==> config.mk <==
export PLATFORM = sky130hd
export DESIGN_NAME = lsu_dmem
export DESIGN_NICKNAME = d
export VERILOG_FILES = /design/src/rtl/lsu_dmem.sv
export SDC_FILE = /design/constraint.sdc
export NUM_CORES = 1
export LEC_CHECK = 0
export CAP_MARGIN = 25
export CORE_MARGIN = 4
export CORE_UTILIZATION = 25
export CTS_CLUSTER_SIZE = 30
export DETAILED_ROUTE_END_ITERATION = 7
export GPL_TIMING_DRIVEN = 0
export HOLD_SLACK_MARGIN = 0.1
export PLACE_DENSITY = 0.53
export SKIP_CTS_REPAIR_TIMING = 1
export SYNTH_ARGS = -nofsm -noshare
export SYNTH_HDL_FRONTEND = slang
export SYNTH_SLANG_ARGS = --single-unit
export TNS_END_PERCENT = 20
==> constraint.sdc <==
create_clock -name i_clk -period 3.9 [get_ports i_clk]
set_clock_uncertainty 0.15 [all_clocks]
set_input_delay 0.39 -clock i_clk [delete_from_list [all_inputs] [get_ports i_clk]]
set_output_delay 0.39 -clock i_clk [all_outputs]
set_load 0.02 [all_outputs]
==> src/rtl/lsu_dmem.sv <==
// Load/store unit between the core datapath and data memory: classifies a request,
// issues one word-aligned memory access with byte enables, and returns formatted load data.
module lsu_dmem #(
    parameter int TIMEOUT_CYC = 255
) (
    input  logic        i_clk,
    input  logic        i_reset,
    input  logic        i_req_vld,
    input  logic        i_req_we,
    input  logic [2:0]  i_req_funct3,
    input  logic [31:0] i_req_addr,
    input  logic [31:0] i_req_wdata,
    output logic        o_req_rdy,
    output logic        o_rsp_vld,
    output logic [31:0] o_rsp_rdata,
    output logic        o_rsp_err,
    output logic        o_stall,
    output logic        o_mem_vld,
    output logic        o_mem_we,
    output logic [31:0] o_mem_addr,
    output logic [3:0]  o_mem_be,
    output logic [31:0] o_mem_wdata,
    input  logic        i_mem_rdy,
    input  logic        i_mem_rvld,
    input  logic [31:0] i_mem_rdata
);

    typedef enum logic [1:0] {IDLE, REQ, WAIT, RESP} state_t;

    localparam logic [15:0] TO_LAST = 16'(TIMEOUT_CYC - 1);

    state_t      state, state_nxt;
    logic [15:0] cnt;
    logic        we_q;
    logic [2:0]  f3_q;
    logic [31:0] addr_q;
    logic [3:0]  be_q;
    logic [31:0] wdata_q;
    logic [31:0] rdata_q;
    logic        err_q;
    logic        illegal, misaligned, bad;
    logic        timeout;

    function automatic logic [3:0] lane_be(input logic [1:0] sz, input logic [1:0] off);
        case (sz)
            2'b00:   lane_be = 4'b0001 << off;
            2'b01:   lane_be = 4'b0011 << off;
            default: lane_be = 4'b1111;
        endcase
    endfunction

    function automatic logic [31:0] lane_wdata(input logic [1:0] sz, input logic [31:0] wd);
        case (sz)
            2'b00:   lane_wdata = {4{wd[7:0]}};
            2'b01:   lane_wdata = {2{wd[15:0]}};
            default: lane_wdata = wd;
        endcase
    endfunction

    function automatic logic [31:0] fmt_load(input logic [2:0] f3, input logic [1:0] off,
                                             input logic [31:0] w);
        logic signed [7:0]  b;
        logic signed [15:0] h;
        logic signed [31:0] r;
        b = w[{off, 3'b000} +: 8];
        h = w[{off[1], 4'b0000} +: 16];
        case (f3)
            3'b000:  r = b;
            3'b001:  r = h;
            3'b100:  r = {24'd0, b};
            3'b101:  r = {16'd0, h};
            default: r = w;
        endcase
        fmt_load = r;
    endfunction

    always_comb begin
        illegal    = i_req_we ? (i_req_funct3 > 3'b010)
                              : (i_req_funct3 == 3'b011 || i_req_funct3[2:1] == 2'b11);
        misaligned = (i_req_funct3[1:0] == 2'b01 && i_req_addr[0]) ||
                     (i_req_funct3 == 3'b010 && i_req_addr[1:0] != 2'b00);
        bad        = illegal || misaligned;
        timeout    = (cnt == TO_LAST);
    end

    always_ff @(posedge i_clk) begin
        if (i_reset) begin
            state <= IDLE;
            cnt   <= 16'd0;
        end else begin
            state <= state_nxt;
            if (state == REQ && i_mem_rdy)
                cnt <= 16'd0;
            else if (state == WAIT && !i_mem_rvld && cnt != 16'hFFFF)
                cnt <= cnt + 16'd1;
        end
    end

    always_comb begin
        state_nxt = state;
        case (state)
            IDLE: if (i_req_vld) state_nxt = bad ? RESP : REQ;
            REQ:  if (i_mem_rdy) state_nxt = we_q ? RESP : WAIT;
            WAIT: if (i_mem_rvld || timeout) state_nxt = RESP;
            RESP: state_nxt = IDLE;
            default: state_nxt = IDLE;
        endcase
    end

    // Request/response holding registers; outputs are gated by state so no reset is needed here
    always_ff @(posedge i_clk) begin
        if (state == IDLE && i_req_vld) begin
            we_q    <= i_req_we;
            f3_q    <= i_req_funct3;
            addr_q  <= i_req_addr;
            be_q    <= lane_be(i_req_funct3[1:0], i_req_addr[1:0]);
            wdata_q <= lane_wdata(i_req_funct3[1:0], i_req_wdata);
            err_q   <= bad;
            rdata_q <= 32'd0;
        end else if (state == WAIT) begin
            if (i_mem_rvld) begin
                rdata_q <= fmt_load(f3_q, addr_q[1:0], i_mem_rdata);
                err_q   <= 1'b0;
            end else if (timeout) begin
                rdata_q <= 32'd0;
                err_q   <= 1'b1;
            end
        end
    end

    always_comb begin
        o_req_rdy   = (state == IDLE);
        o_stall     = (state != IDLE);
        o_mem_vld   = (state == REQ);
        o_mem_we    = o_mem_vld & we_q;
        o_mem_addr  = o_mem_vld ? {addr_q[31:2], 2'b00} : 32'd0;
        o_mem_be    = o_mem_vld ? be_q : 4'd0;
        o_mem_wdata = o_mem_vld ? wdata_q : 32'd0;
        o_rsp_vld   = (state == RESP);
        o_rsp_rdata = o_rsp_vld ? rdata_q : 32'd0;
        o_rsp_err   = o_rsp_vld & err_q;
    end

endmodule

After elaboration in Yosys (flattened, before gate mapping) --
Cells that the tools add are included.
Word-level totals: bits in registers 123, input port bits 105, output and inout port bits 106, word-level logic and storage cells 75
Operators by class: add/subtract/negate cells 1, order comparisons 1, eq/ne operators 15, shifts and indexed selects 4, multiplexer cells 20, bitwise logic cells 2, reductions and logical operators 23
Operators with widths (count):
- $mux W32 | 5
- $pmux W32 S4 | 1
- $pmux W32 S2 | 1
- $shiftx A32 B6 Y16 | 1
- $shiftx A32 B6 Y8 | 1
- $add A16 B1 Y16 const B | 1
- $eq A16 B8 Y1 const B | 1
- $ne A16 B16 Y1 const B | 1
- $mux W2 | 4
- $pmux W2 S4 | 1
- $pmux W4 S2 | 1
- $reduce_bool A2 Y1 | 4
- $eq A2 B2 Y1 const B | 3
- $eq A3 B2 Y1 const B | 2
- $eq A3 B3 Y1 const B | 2
- $logic_and A1 B1 Y1 | 6
- $mux W1 | 6
- $eq A2 B1 Y1 const B | 2
- $logic_not A2 Y1 | 2
- $logic_or A1 B1 Y1 | 4
- $mux W4 | 1
- $ne A2 B1 Y1 const B | 2
- $reduce_and A2 Y1 | 2
- $shl A1 B2 Y4 const A | 1
- other kinds (10) | 11

Longest topological paths before layout --
Gate-level depths: netlist (run 1).
depth after elaboration 7, depth in mapped cells 8, depth with buffers taken out 7

Least setup slack after synthesis (run 1) --
Ideal clock, no wire load.
path kind register -> register, start register state[0], end register rdata_q[28], arrival 2.850 ns, data required time 3.633 ns, setup slack 0.783 ns, cell stages (with the launch flop) 8, buffers on the path 1, clock period less this slack 3.117 ns, path through dfxtp_1 inv_1 ha_1 nand2_1 inv_1 a21oi_2 buf_2 a32o_1
On the way: word-level cells in the longest chain between the ends 2, elaborated cells on any way between the ends 4, classes of those cells 1 x eq/ne; 3 x reduce/logical
RTL lines:
- from (decl) | RTL line 32 | state_t state, state_nxt;
- from (signal assigned) | RTL line 91 | state <= state_nxt;
- $logic_not A2 Y1
- via o_req_rdy | RTL line 13 | output logic o_req_rdy,
- $logic_and A1 B1 Y1 | RTL line 112 | if (state == IDLE && i_req_vld) begin
- to (signal assigned) | RTL line 122 | rdata_q <= fmt_load(f3_q, addr_q[1:0], i_mem_rdata);
- to (decl) | RTL line 39 | logic [31:0] rdata_q;
The timed path passes the listed nets, and every way through them passes these cells. A chain may end at the register's enable or synchronous reset.

Final worst setup path (run 1) --
start register state[1], end output port o_mem_wdata[28]
On the way: word-level cells in the longest chain between the ends 2
RTL lines:
- $eq A2 B1 Y1 | RTL line 134 | o_mem_vld = (state == REQ);
- $mux W32 | RTL line 138 | o_mem_wdata = o_mem_vld ? wdata_q : 32'd0;
- to (decl) | RTL line 22 | output logic [31:0] o_mem_wdata,
Every way passes these cells.

==> summary.log, run 1 <==
INFO  die            ios=211
INFO  yosys          number_of_flip_flops_and_latches_in_the_synthesized_netlist=123
INFO  worst_hold_path hold_class=register to register
INFO  sta            achievable-frequency=287MHz
INFO  layout         post-route-util=38.3%
INFO  cts            htree_levels=4
INFO  worst_setup_path cp_cell_sequence=inv_1, ha_1, clkbuf_1, clkbuf_1, and2_1, clkdlybuf4s50_1
INFO  grt            antenna_found_initial=1
INFO  worst_setup_path critPathCaptureType=primary output
INFO  place          globalplace.congestion=0.775
INFO  worst_setup_path critical-path-max-stage-delay=660ps
INFO  power          static-leakage-power=3.35nW
INFO  routing        via_count=5067
INFO  sta            fin_setup_tns=0ps
INFO  routing        drt-pass1-iter-count=4
INFO  yosys          yosysSeqAreaShare=51.7%
INFO  cts            tritoncts=yes
INFO  yosys          ys_types=52
INFO  die            die_w=165um
INFO  sta            slew-limit-headroom=36.0%
INFO  layout         drive_above_1_share=10.3%
INFO  sta            period_needed=3490ps
INFO  yosys          netlist_top_cells_area=sky130_fd_sc_hd__edfxtp_1 35%, sky130_fd_sc_hd__dfxtp_1 16%, sky130_fd_sc_hd__and2_1 10%, sky130_fd_sc_hd__mux2_2 4.4%, sky130_fd_sc_hd__nand2b_1 3.9%
INFO  layout         area_delta_synth_final=50.8%
INFO  place          dpl-instance-area=8690um2
INFO  power          power.ir.vdd_worst=304uV
INFO  place          place_ws=748ps
INFO  worst_setup_path critPathLaunchType=register
INFO  grt            grt_max_degree=41
INFO  sta            hold_viol_final=0
INFO  routing        drtAntennaViolNets=0
INFO  die            core-area=24300um2
INFO  routing        drt_iter0_drc=244
INFO  cts            cts_bufs_inserted=17
INFO  yosys          synth_flop_cell=sky130_fd_sc_hd__edfxtp_1
INFO  layout         n_antenna_cell=0
INFO  yosys          synthCells=560
INFO  sta            min_period_over_period=89.4%
INFO  routing        vias_per_cell=4.50
INFO  sta            final_report_max_slew_violation_count=0
INFO  worst_setup_path cp.arrival=2950ps
INFO  grt            grt_pass1_wl=29.3mm
INFO  worst_setup_path crit_path_max_fo=10
INFO  yosys          synth_area=6180um2
INFO  worst_setup_path worst_ep_required_time=3360ps
INFO  yosys          syn_area_per_cell=11.0um2
INFO  worst_setup_path timing.critical_path.slowest_stage_cell=sky130_fd_sc_hd__clkdlybuf4s50_1
INFO  yosys          synth_warnings=0
INFO  sta            worst_slew_pin_slew=956ps
INFO  flow_run       maxCapViolations=0
INFO  power          design_power_total=0.00535W
INFO  place          port_buffers=208
INFO  sta            setup_viol_count_final=0
INFO  cts            max-clock-path-buffers=2
INFO  yosys          postSynth.asyncResetShare=0%
INFO  worst_setup_path cpMostUsedCell=sky130_fd_sc_hd__clkbuf_1
INFO  layout         final_net_count=901
INFO  routing        detail_route.wl_per_cell=17.3um
INFO  yosys          post-synth-top-area-fraction=35.5%
INFO  die            die_height=165um
INFO  worst_setup_path setup.worst_path.class=register to primary output
INFO  cts            worst_skew_pair_later_pin_latency=410ps
INFO  grt            grt-ovfl-total=0
INFO  yosys          synth_edf_count=73
INFO  die            rows=57
INFO  power          cellPowerDensity=574nW/um2
INFO  routing        postRouteWirelength=19.4mm
INFO  sta            layout_setup_ws=412ps
INFO  sta            setup_repair_after_global_routing_missed_its_margin=false
INFO  yosys          largest_area_contributor_in_the_synthesized_netlist=sky130_fd_sc_hd__edfxtp_1
INFO  cts            cts.sink_count=123
INFO  cts            clkSlewWorstSetupHoldPaths=60ps
INFO  grt            grt_use_total=14.2%
INFO  layout         finalInstanceArea=9320um2
INFO  place          place_hpwl=14.4mm
INFO  run_status     status=completed
INFO  die            area_of_the_die=27300um2
INFO  cts            cts_root_buf=sky130_fd_sc_hd__clkbuf_16
INFO  die            start_util=25.4%
INFO  grt            number_of_global_route_vias_before_repair=5085
INFO  routing        drt_drc_violations_left=0
path summary, 6_finish.rpt:
kind,slack [ps],start,cells after the start,to
min reg2reg,300,rdata_q[4]$_SDFFE_PP0P_,1,rdata_q[4]$_SDFFE_PP0P_
max,410,state[1]$_SDFFE_PP0P_,6,o_mem_wdata[28]
min,300,rdata_q[4]$_SDFFE_PP0P_,1,rdata_q[4]$_SDFFE_PP0P_
max reg2reg,1650,state[1]$_SDFFE_PP0P_,8,rdata_q[4]$_SDFFE_PP0P_
per-layer routing:
metal  track usage [%]  wire (um)
met5                 0         17
met2              22.0       8490
met3              6.68       2190
met1              17.6       8430
met4              4.08        293
worst max-delay path, delay by kind of cell, from the launching register on:
kind / cells / cell delay, ps
flip-flops: 1 / 350
buffers and inverters: 4 / 1560
AND/OR/NAND/NOR: 1 / 200
adder cells (fa/ha/maj): 1 / 420
cells in the final DEF, fill, tap and decap left out, drive strengths merged, types with 3 or more instances in the layout:
cell / instances
a21oi: 22
a32o: 24
and2: 103
and3: 3
buf: 16
bufinv: 4
clkbuf: 41
clkdlybuf4s50: 208
clkinv: 6
clkinvlp: 4
dfxtp: 50
edfxtp: 73
ha: 7
inv: 13
mux2: 24
mux2i: 22
nand2: 36
nand2b: 39
nand3: 8
nand4: 8
nor2: 5
nor2b: 9
nor4: 3
o21ai: 25
o21bai: 3
o2bb2ai: 7
o31ai: 7
or3: 6
or4: 5
cell usage after synthesis, types with 8 or more instances:
| cell | n |
|---|---|
| sky130_fd_sc_hd__mux2i_1 | 22 |
| sky130_fd_sc_hd__nor2b_1 | 9 |
| sky130_fd_sc_hd__buf_2 | 8 |
| sky130_fd_sc_hd__a32o_1 | 24 |
| sky130_fd_sc_hd__mux2_2 | 24 |
| sky130_fd_sc_hd__and2_1 | 102 |
| sky130_fd_sc_hd__a21oi_1 | 20 |
| sky130_fd_sc_hd__dfxtp_1 | 50 |
| sky130_fd_sc_hd__nand2_1 | 36 |
| sky130_fd_sc_hd__clkbuf_1 | 24 |
| sky130_fd_sc_hd__nand2b_1 | 39 |
| sky130_fd_sc_hd__edfxtp_1 | 73 |
| sky130_fd_sc_hd__o21ai_0 | 22 |
| sky130_fd_sc_hd__inv_1 | 12 |
power by group:
group,total [W],switching (W),leakage [nW],internal [W]
registers,0.00186,0.000118,1.09,0.00174
logic,0.00179,0.000983,1.96,0.000805
clock network,0.00170,0.000627,0.293,0.00107
total,0.00535,0.00173,3.35,0.00362
sequential cells by signal, summed over array words and instances, names as in the netlist:
signal	cells
state	2
rdata_q	32
err_q	1
cnt	16
addr_q	32
be_q	4
f3_q	3
we_q	1
wdata_q	32
layout make-up:
class	instances	area (um2)
multi-input combinational	387	2760
buffer	39	190
sequential	123	3190
inverter	12	47.5
fill	2439	15000
clock buffer	17	425
timing repair buffer	209	2100
clock inverter	15	199
tap	324	405
kinds of logic after synthesis:
family	share of synthesized area, %
AND/OR/NAND/NOR	22.8
AO/OA/AOI/OAI	11.9
flip-flops	51.7
multiplexers	8.30
other	0.0607
adder cells (fa/ha/maj)	1.42
buffers and inverters	3.81
through the flow:
stage,hold WS (ps),std cells
2_1_floorplan,274,561
3_3_place_gp,290,1093
3_5_place_dp,294,1094
4_1_cts,308,1126
5_1_grt,322,1126
6_report,304,1126
Power figures use the tool's default switching activity.
==> inputs of run 2 (changes only) <==
- CORE_MARGIN: 4 -> unset
- SLEW_MARGIN: unset -> 30
==> run 2 against run 1 <==
  * Register-to-register slack barely moved
  * Fmax rose by 1.4%
  * Utilization barely moved
  * Setup slack improved by 47 ps
  * Routed wire length fell by 2.6%
  * Clock power fell by 6%
  * Cell area fell by 0.38%
  * First-iteration DRC count fell by 21%
  * Critical endpoint is now o_mem_wdata[15]
==> summary.log, run 2 (synthesized netlist as in run 1, its figures left out) <==
INFO  layout         reg.largest.list=addr_q (32), rdata_q (32), wdata_q (32)
INFO  sta            achievable-frequency=291MHz
INFO  grt            grt_max_degree=41
INFO  worst_setup_path crit_path_max_fo=10
INFO  die            core-area=24200um2
INFO  sta            period_needed=3440ps
INFO  grt            antenna_found_initial=1
INFO  layout         area_delta_synth_final=50.2%
INFO  grt            grt_pass1_wl=29.4mm
INFO  worst_setup_path cpMostUsedCell=sky130_fd_sc_hd__clkbuf_1
INFO  place          place_hpwl=14.0mm
INFO  routing        vias_per_cell=4.46
INFO  worst_hold_path hold_class=register to register
INFO  routing        drt_drc_violations_left=0
INFO  flow_run       maxCapViolations=0
INFO  routing        via_count=5021
INFO  power          power.ir.vdd_worst=282uV
INFO  die            area_of_the_die=25400um2
INFO  routing        drtAntennaViolNets=0
INFO  worst_setup_path worst_ep_required_time=3360ps
INFO  routing        postRouteWirelength=18.9mm
INFO  die            die_w=159um
INFO  place          dpl.cell_count=1094
INFO  cts            tritoncts=yes
INFO  die            die_height=159um
INFO  worst_setup_path timing.critical_path.slowest_stage_cell=sky130_fd_sc_hd__clkdlybuf4s50_1
INFO  layout         final_net_count=901
INFO  sta            setup_viol_count_final=0
INFO  sta            slew-limit-headroom=42.4%
INFO  worst_setup_path cpLargestDelayFamily=buffers and inverters
INFO  cts            htree_levels=4
INFO  sta            hold_viol_final=0
INFO  worst_setup_path setup.worst_path.class=register to primary output
INFO  worst_setup_path critPathLaunchType=register
INFO  power          cellPowerDensity=565nW/um2
INFO  layout         mostFrequentLayoutCells=208 x sky130_fd_sc_hd__clkdlybuf4s50_1, 102 x sky130_fd_sc_hd__and2_1, 73 x sky130_fd_sc_hd__edfxtp_1, 50 x sky130_fd_sc_hd__dfxtp_1, 39 x sky130_fd_sc_hd__nand2b_1
INFO  layout         drive_above_1_share=10.3%
INFO  sta            setup_repair_after_global_routing_missed_its_margin=false
INFO  die            start_util=25.5%
INFO  place          port_buffers=208
INFO  routing        drt_iter0_drc=192
INFO  cts            clkSlewWorstSetupHoldPaths=60ps
INFO  worst_setup_path critical-path-max-stage-delay=640ps
INFO  sta            final_report_max_slew_violation_count=0
INFO  power          design_power_total=0.00525W
INFO  sta            fin_setup_tns=0ps
INFO  layout         mostFrequentLayoutCell=sky130_fd_sc_hd__clkdlybuf4s50_1
INFO  cts            worst_skew_pair_later_pin_latency=410ps
INFO  layout         n_antenna_cell=0
INFO  cts            cts.sink_count=123
INFO  worst_setup_path cp.arrival=2900ps
INFO  cts            cts_root_buf=sky130_fd_sc_hd__clkbuf_16
INFO  sta            min_period_over_period=88.2%
INFO  worst_setup_path critical_path.n_buffers_inverters=4
INFO  sta            worst_slew_pin_slew=861ps
INFO  sta            worst_hold_slack=307ps
INFO  run_status     status=completed
INFO  routing        detail_route.wl_per_cell=16.8um
INFO  routing        drt-pass1-iter-count=4
INFO  worst_setup_path critPathCaptureType=primary output
INFO  die            ios=211
INFO  worst_setup_path cp_cell_sequence=inv_1, ha_1, clkbuf_1, clkbuf_1, and2_1, clkdlybuf4s50_1
INFO  cts            cts_bufs_inserted=17
INFO  grt            grt-ovfl-total=0
INFO  grt            grt_use_total=15.2%
INFO  layout         post_layout_nonfiller_instances=1126
INFO  power          static-leakage-power=3.33nW
INFO  place          globalplace.congestion=0.808
INFO  grt            number_of_global_route_vias_before_repair=5195
INFO  die            rows=57
INFO  cts            max-clock-path-buffers=2
==> run 2: changes by cell type in the layout (fill, tap and decap cells not counted), sizes merged <==
| cell | delta |
|---|---|
| bufinv | -2 |
| clkinv | -3 |
| inv | +5 |
==> run 2: worst register-to-register path: cells and delay by family (launching register included) <==
family	cells	cell delay [ps]
adders and majority gates	1	250
AOI/OAI and AO/OA	2	320
buffers and inverters	3	730
DFF	1	410
and+or+nand+nor	2	330
==> run 2: area by class of cell <==
| type | instances | area [um2] |
|---|---|---|
| timing repair buffer | 209 | 2100 |
| clock inverter | 15 | 164 |
| inverter | 12 | 47.5 |
| buffer | 39 | 190 |
| fill | 2449 | 15000 |
| clock buffer | 17 | 425 |
| sequential | 123 | 3190 |
| tap | 324 | 405 |
| multi-input combinational | 387 | 2760 |
==> run 2: through the flow <==
stage | util (%) | setup slack, ps | area, um2
after floorplan | - | 783 | 6180
after global placement | 35.8 | -380 | 8670
after detailed placement | 35.9 | 772 | 8690
after CTS | 38.3 | 306 | 9280
after global routing | 38.3 | 126 | 9280
final | 38.3 | 460 | 9280
==> run 2: power breakdown <==
group	switching, W	total [W]	leakage [nW]	internal [W]
Sequential	0.000122	0.00187	1.09	0.00174
Clock	0.000646	0.00160	0.275	0.000953
Combinational	0.000975	0.00178	1.96	0.000805
==> run 2: worst paths after layout <==
check | cells after the start | slack (ps) | startpoint | end
worst max register to register | 8 | 1640 | state[1]$_SDFFE_PP0P_ | rdata_q[7]$_SDFFE_PP0P_
worst min register to register | 1 | 310 | rdata_q[2]$_SDFFE_PP0P_ | rdata_q[2]$_SDFFE_PP0P_
worst min-delay path | 1 | 310 | rdata_q[2]$_SDFFE_PP0P_ | rdata_q[2]$_SDFFE_PP0P_
worst max-delay path | 6 | 460 | state[1]$_SDFFE_PP0P_ | o_mem_wdata[15]
==> run 2: per-layer routing <==
| metal | track usage (%) | routed length (um) | share of wire (%) | up-vias |
|---|---|---|---|---|
| li1 | - | - | - | 2473 |
| met1 | 19.1 | 8450 | 45 | 2336 |
| met2 | 23.8 | 8530 | 45 | 197 |
| met3 | 6.49 | 1710 | 9.1 | 13 |
| met4 | 3.98 | 214 | 1.1 | 2 |
| met5 | 0 | 11 | 0.058 | - |
==> edit 1 (config.mk and constraints of run 1) <==
Set the parameter `TIMEOUT_CYC` to 127 (it was 255).
--- a/src/rtl/lsu_dmem.sv
+++ b/src/rtl/lsu_dmem.sv
@@ -3,3 +3,3 @@
 module lsu_dmem #(
-    parameter int TIMEOUT_CYC = 255
+    parameter int TIMEOUT_CYC = 127
 ) (
Check against the original RTL: same outputs for any inputs over 10 cycles, from zero or initial values and one cycle with i_reset high; that may be too few to reach the edited logic, so the function may still have changed.
==> edit 1 against run 1 <==
Sequential cell count unchanged; cell area shrank 3.4%; worst setup slack improved by 21 ps; power fell by 2.3%; first-iteration DRC count rose by 5.3%; routed wire length fell by 4.3%; critical endpoint is now o_mem_wdata[8]; area after synthesis fell by 4.7%.
==> edit 1: results (changes against run 1) <==
** Timing
- Transition time at the pin with the least slew margin :: 849.2 ps (-106.9 ps)
- The upper clock frequency limit came to 288.5 MHz (+0.61%).
- Worst slack on hold paths :: 304.9 ps (+1.332 ps)

** Placed design
- Post-place instance area :: 0.008398 mm² (-3.4%)
- Setup slack at placement :: 591.1 ps (-156.9 ps)
- The instance count after placement with tap cells included came to 1054 (-3.7%).
- Post-detailed-placement half-perimeter wirelength :: 13.78 mm (-4.4%)

** Setup path
- Depth of the worst register-to-register path :: 10 (+2)
- The endpoint identified for the worst register-to-register timing path is rdata_q[25]$_SDFFE_PP0P_.
- The arrival time at the worst endpoint came to 2930 ps (-20 ps).
- In this run the worst setup path terminates at o_mem_wdata[8].

** Power and ir drop
- Static Leak :: 3.203 nW (-4.3%)

** Logic synthesis
- Sequential element share of the synthesized area :: 54.22% (+2.6 points)
- The number of distinct library cell variants in the gate-level netlist after synthesis came to 58 (+12%).
- By area the synthesized netlist is led by sky130_fd_sc_hd__edfxtp_1, sky130_fd_sc_hd__dfxtp_1, sky130_fd_sc_hd__and2_1.
- The post-synthesis cell count came to 531 (-5.2%).
- Ranked by instance count, the synthesized netlist is headed by sky130_fd_sc_hd__and2_1, sky130_fd_sc_hd__edfxtp_1, sky130_fd_sc_hd__dfxtp_1.

** Drt
- The detail-routed via count per cell was 4.550 (+1.1%).
- DRC violation total after the first TritonRoute iteration :: 257 (+5.3%)

** Run status
- Outcome :: finished, final reports clean

** Hold path
- The worst hold path begins at rdata_q[5]$_SDFFE_PP0P_.

** Final layout
- The fraction of final layout cells sized beyond drive strength 1 is 9.702% (-0.65 points).
- Post-layout net count :: 872 (-3.2%)

** Global route
- Maximum number of pins on one net before global-route repair :: 49 (+20%)
- The via count of the first global-routing pass is 5025 (-1.2%).
edit 1: cell count changes in the layout (fill, tap and decap cells not counted), sizes merged, moves of 11 or more:
cell,before,now
nand2b,39,5
nand2,36,25
nor2,5,18
a221o,0,15
a32o,24,1
edit 1: cells by family (layout without fill, tap and decap cells):
logic type	Yosys count	count (layout)	share of synthesized area, %
simple gates	202	202	20.12
flops	123	123	54.22
compound gates	113	113	14.00
buf+inv	49	290	3.293
mux	36	36	6.820
fa+ha+maj	7	7	1.487
other cells	1	2	0.06367
edit 1: routing by layer:
layer / routed length (µm) / vias to the layer above / track usage (%)
met4: 202 / 2 / 3.877
met2: 8370 / 181 / 22.20
met1: 7882 / 2317 / 16.25
met5: 13 / - / 0
met3: 2132 / 19 / 7.987
li1: - / 2422 / -
edit 1: layout make-up:
class	count	area (µm²)	share of cell area, %
multi-input combinational	360	2506	27.84
sequential	123	3193	35.47
tap	313	391.6	4.351
inverter	14	52.55	0.5838
timing repair buffer	209	2110	23.44
buffer	35	145.1	1.612
clock inverter	15	177.7	1.974
clock buffer	17	425.4	4.726
edit 1: worst max-delay path, stage by stage (launching register included):
cell                              delay (ps)
sky130_fd_sc_hd__dfxtp_1                 360
sky130_fd_sc_hd__inv_1                   120
sky130_fd_sc_hd__ha_1                    400
sky130_fd_sc_hd__clkbuf_1                330
sky130_fd_sc_hd__clkbuf_1                460
sky130_fd_sc_hd__and2_1                  210
sky130_fd_sc_hd__clkdlybuf4s50_1         630
edit 1: where the power goes:
group / total [mW] / switching (mW) / internal, mW / leakage [nW]
clock: 1.64 / 0.668 / 0.968 / 0.293
combinational: 1.74 / 0.948 / 0.788 / 1.82
sequential: 1.85 / 0.116 / 1.74 / 1.09
==> edit 2 (settings of run 1) <==
Without the edit above. Put a register stage on the output `o_rsp_err`. The value now appears one clock later. The other outputs are not delayed to match.
--- a/src/rtl/lsu_dmem.sv
+++ b/src/rtl/lsu_dmem.sv
@@ -30,2 +30,4 @@
     localparam logic [15:0] TO_LAST = 16'(TIMEOUT_CYC - 1);
+
+    logic o_rsp_err_d;
 
@@ -140,3 +142,7 @@
         o_rsp_rdata = o_rsp_vld ? rdata_q : 32'd0;
-        o_rsp_err   = o_rsp_vld & err_q;
+        o_rsp_err_d = o_rsp_vld & err_q;
+    end
+
+    always_ff @(posedge i_clk) begin
+        o_rsp_err <= o_rsp_err_d;
     end
Behaviour: not the same (a bounded check fails within 4 cycles, from zero or initial values and one cycle with i_reset high).
==> edit 2 against run 1 <==
Routed wire length grew 0.44%; area after synthesis grew 0.32%; sequential cell count grew 1; maximum frequency grew 1.6%; non-clock buffer count is the same; global-route usage is essentially flat; worst setup slack gained 55 ps; register-to-register slack lost 20 ps; power grew 1.2%; cell area grew 0.44%; largest cell class unchanged; largest power group unchanged; highest routed layer unchanged.
==> edit 2: results (changes against run 1) <==
** Global route
- Global-route wire length before repair :: 29.73 mm (+1.5%)
- Maximum number of pins on one net before global-route repair :: 39 (-4.9%)
- Antenna violations before repair :: 2 (+1)
- The total global-route track usage came to 14.19% (+0.025 points).
- The global-route met2 utilization was 21.88% (-0.17 points).
- The met3 track demand over resource in global routing came to 7.074% (+0.40 points).
- Met1 track utilization from global routing :: 17.70% (+0.15 points)

** Drt
- The total via count after detailed routing was 5090 (+0.45%).
- DRC violation total after the first TritonRoute iteration :: 236 (-3.3%)

** Setup path
- Depth of the worst register-to-register path :: 8 (unchanged)
- Following the worst setup path forward leads to its endpoint at o_mem_wdata[18].
- The worst register-to-register path ends at rdata_q[6]$_SDFFE_PP0P_.
- The arrival time at the worst endpoint was 2890 ps (-60 ps).
- Flop-to-flop setup slack :: 1630 ps (-20 ps)
- Largest stage delay on the critical path :: 620 ps (-40 ps)
- The startpoint identified for the worst register-to-register timing path is state[0]$_SDFFE_PP0P_.

** Timing
- The final hold slack was 305.2 ps (+1.666 ps).
- Transition time at the pin with the least slew margin :: 854.9 ps (-101.2 ps)

** Power and ir drop
- The static power due to leakage came to 3.366 nW (+0.60%).
- Sw Ratio :: 31.68% (-0.65 points)
- Peak supply drop :: 0.2995 mV (-1.5%)

** Logic synthesis
- After synthesis, the most frequently instantiated cells are sky130_fd_sc_hd__and2_1, sky130_fd_sc_hd__edfxtp_1, sky130_fd_sc_hd__dfxtp_1.
- Main area contributors after synthesis :: sky130_fd_sc_hd__edfxtp_1, sky130_fd_sc_hd__dfxtp_1, sky130_fd_sc_hd__and2_1

** Run status
- The flow ran to the end, and the final reports show no timing, DRC or antenna violations.

** Final layout
- The number of nets in the layout came to 902 (+0.11%).
- Final-layout fill cell count :: 2483 (+1.8%)
- Share of final-layout standard cells stronger than drive strength 1 :: 10.21% (-0.14 points)

** Placed design
- The final RePlAce weighted congestion is 0.8167 (+5.4%).
- The instance count after placement with tap cells included is 1095 (+0.091%).
- Post-detailed-placement half-perimeter wirelength :: 14.55 mm (+0.89%)

** Hold path
- In this run the most critical hold path is launched from rdata_q[5]$_SDFFE_PP0P_.
- Terminating pin of the worst hold path :: rdata_q[5]$_SDFFE_PP0P_
[edit 2: power groups by stage]
stage	logic (mW)	clock network, mW	registers, mW
final	1.79	1.75	1.86
after global routing	1.97	1.86	1.90
after CTS	1.84	1.81	1.87
after detailed placement	1.83	0	1.89
after global placement	1.81	0	1.91
after floorplan	1.01	0	1.87
[edit 2: final cells by class]
type                            count  area, µm²  share of cell area [%]
Clock inverter                     15      220.2                   2.353
Multi-Input combinational cell    387       2756                   29.45
Tap cell                          324      405.4                   4.331
Clock buffer                       17      425.4                   4.545
Timing Repair Buffer              209       2102                   22.46
Inverter                           12      47.55                  0.5080
Buffer                             39      190.2                   2.032
Sequential cell                   124       3213                   34.33
[edit 2: logic make-up after synthesis]
kind of cell	Yosys count	synth area share, %
AO/OA/AOI/OAI	98	11.88
buffers and inverters	51	3.793
adder cells (fa/ha/maj)	7	1.412
AND/OR/NAND/NOR	233	22.76
multiplexers	47	8.273
flip-flops	124	51.82
other	1	0.06047
[edit 2: metrics by stage]
step	setup WS [ps]	power (mW)	util, %	TNS [ps]	cell area (µm²)
3_5_place_dp	754.2	3.720	35.73	0	8715
2_1_floorplan	782.6	2.881	-	0	6205
3_3_place_gp	-426.2	3.720	35.64	-15610	8692
5_1_grt	136.8	5.730	38.38	0	9360
6_report	467.3	5.409	38.38	0	9360
4_1_cts	280.1	5.516	38.38	0	9360
[edit 2: layer usage]
metal  vias up  share of wire, %
met5         -              0.17
met4         4              0.93
met3        14                10
met2       177                45
met1      2404                44
li1       2491                 -
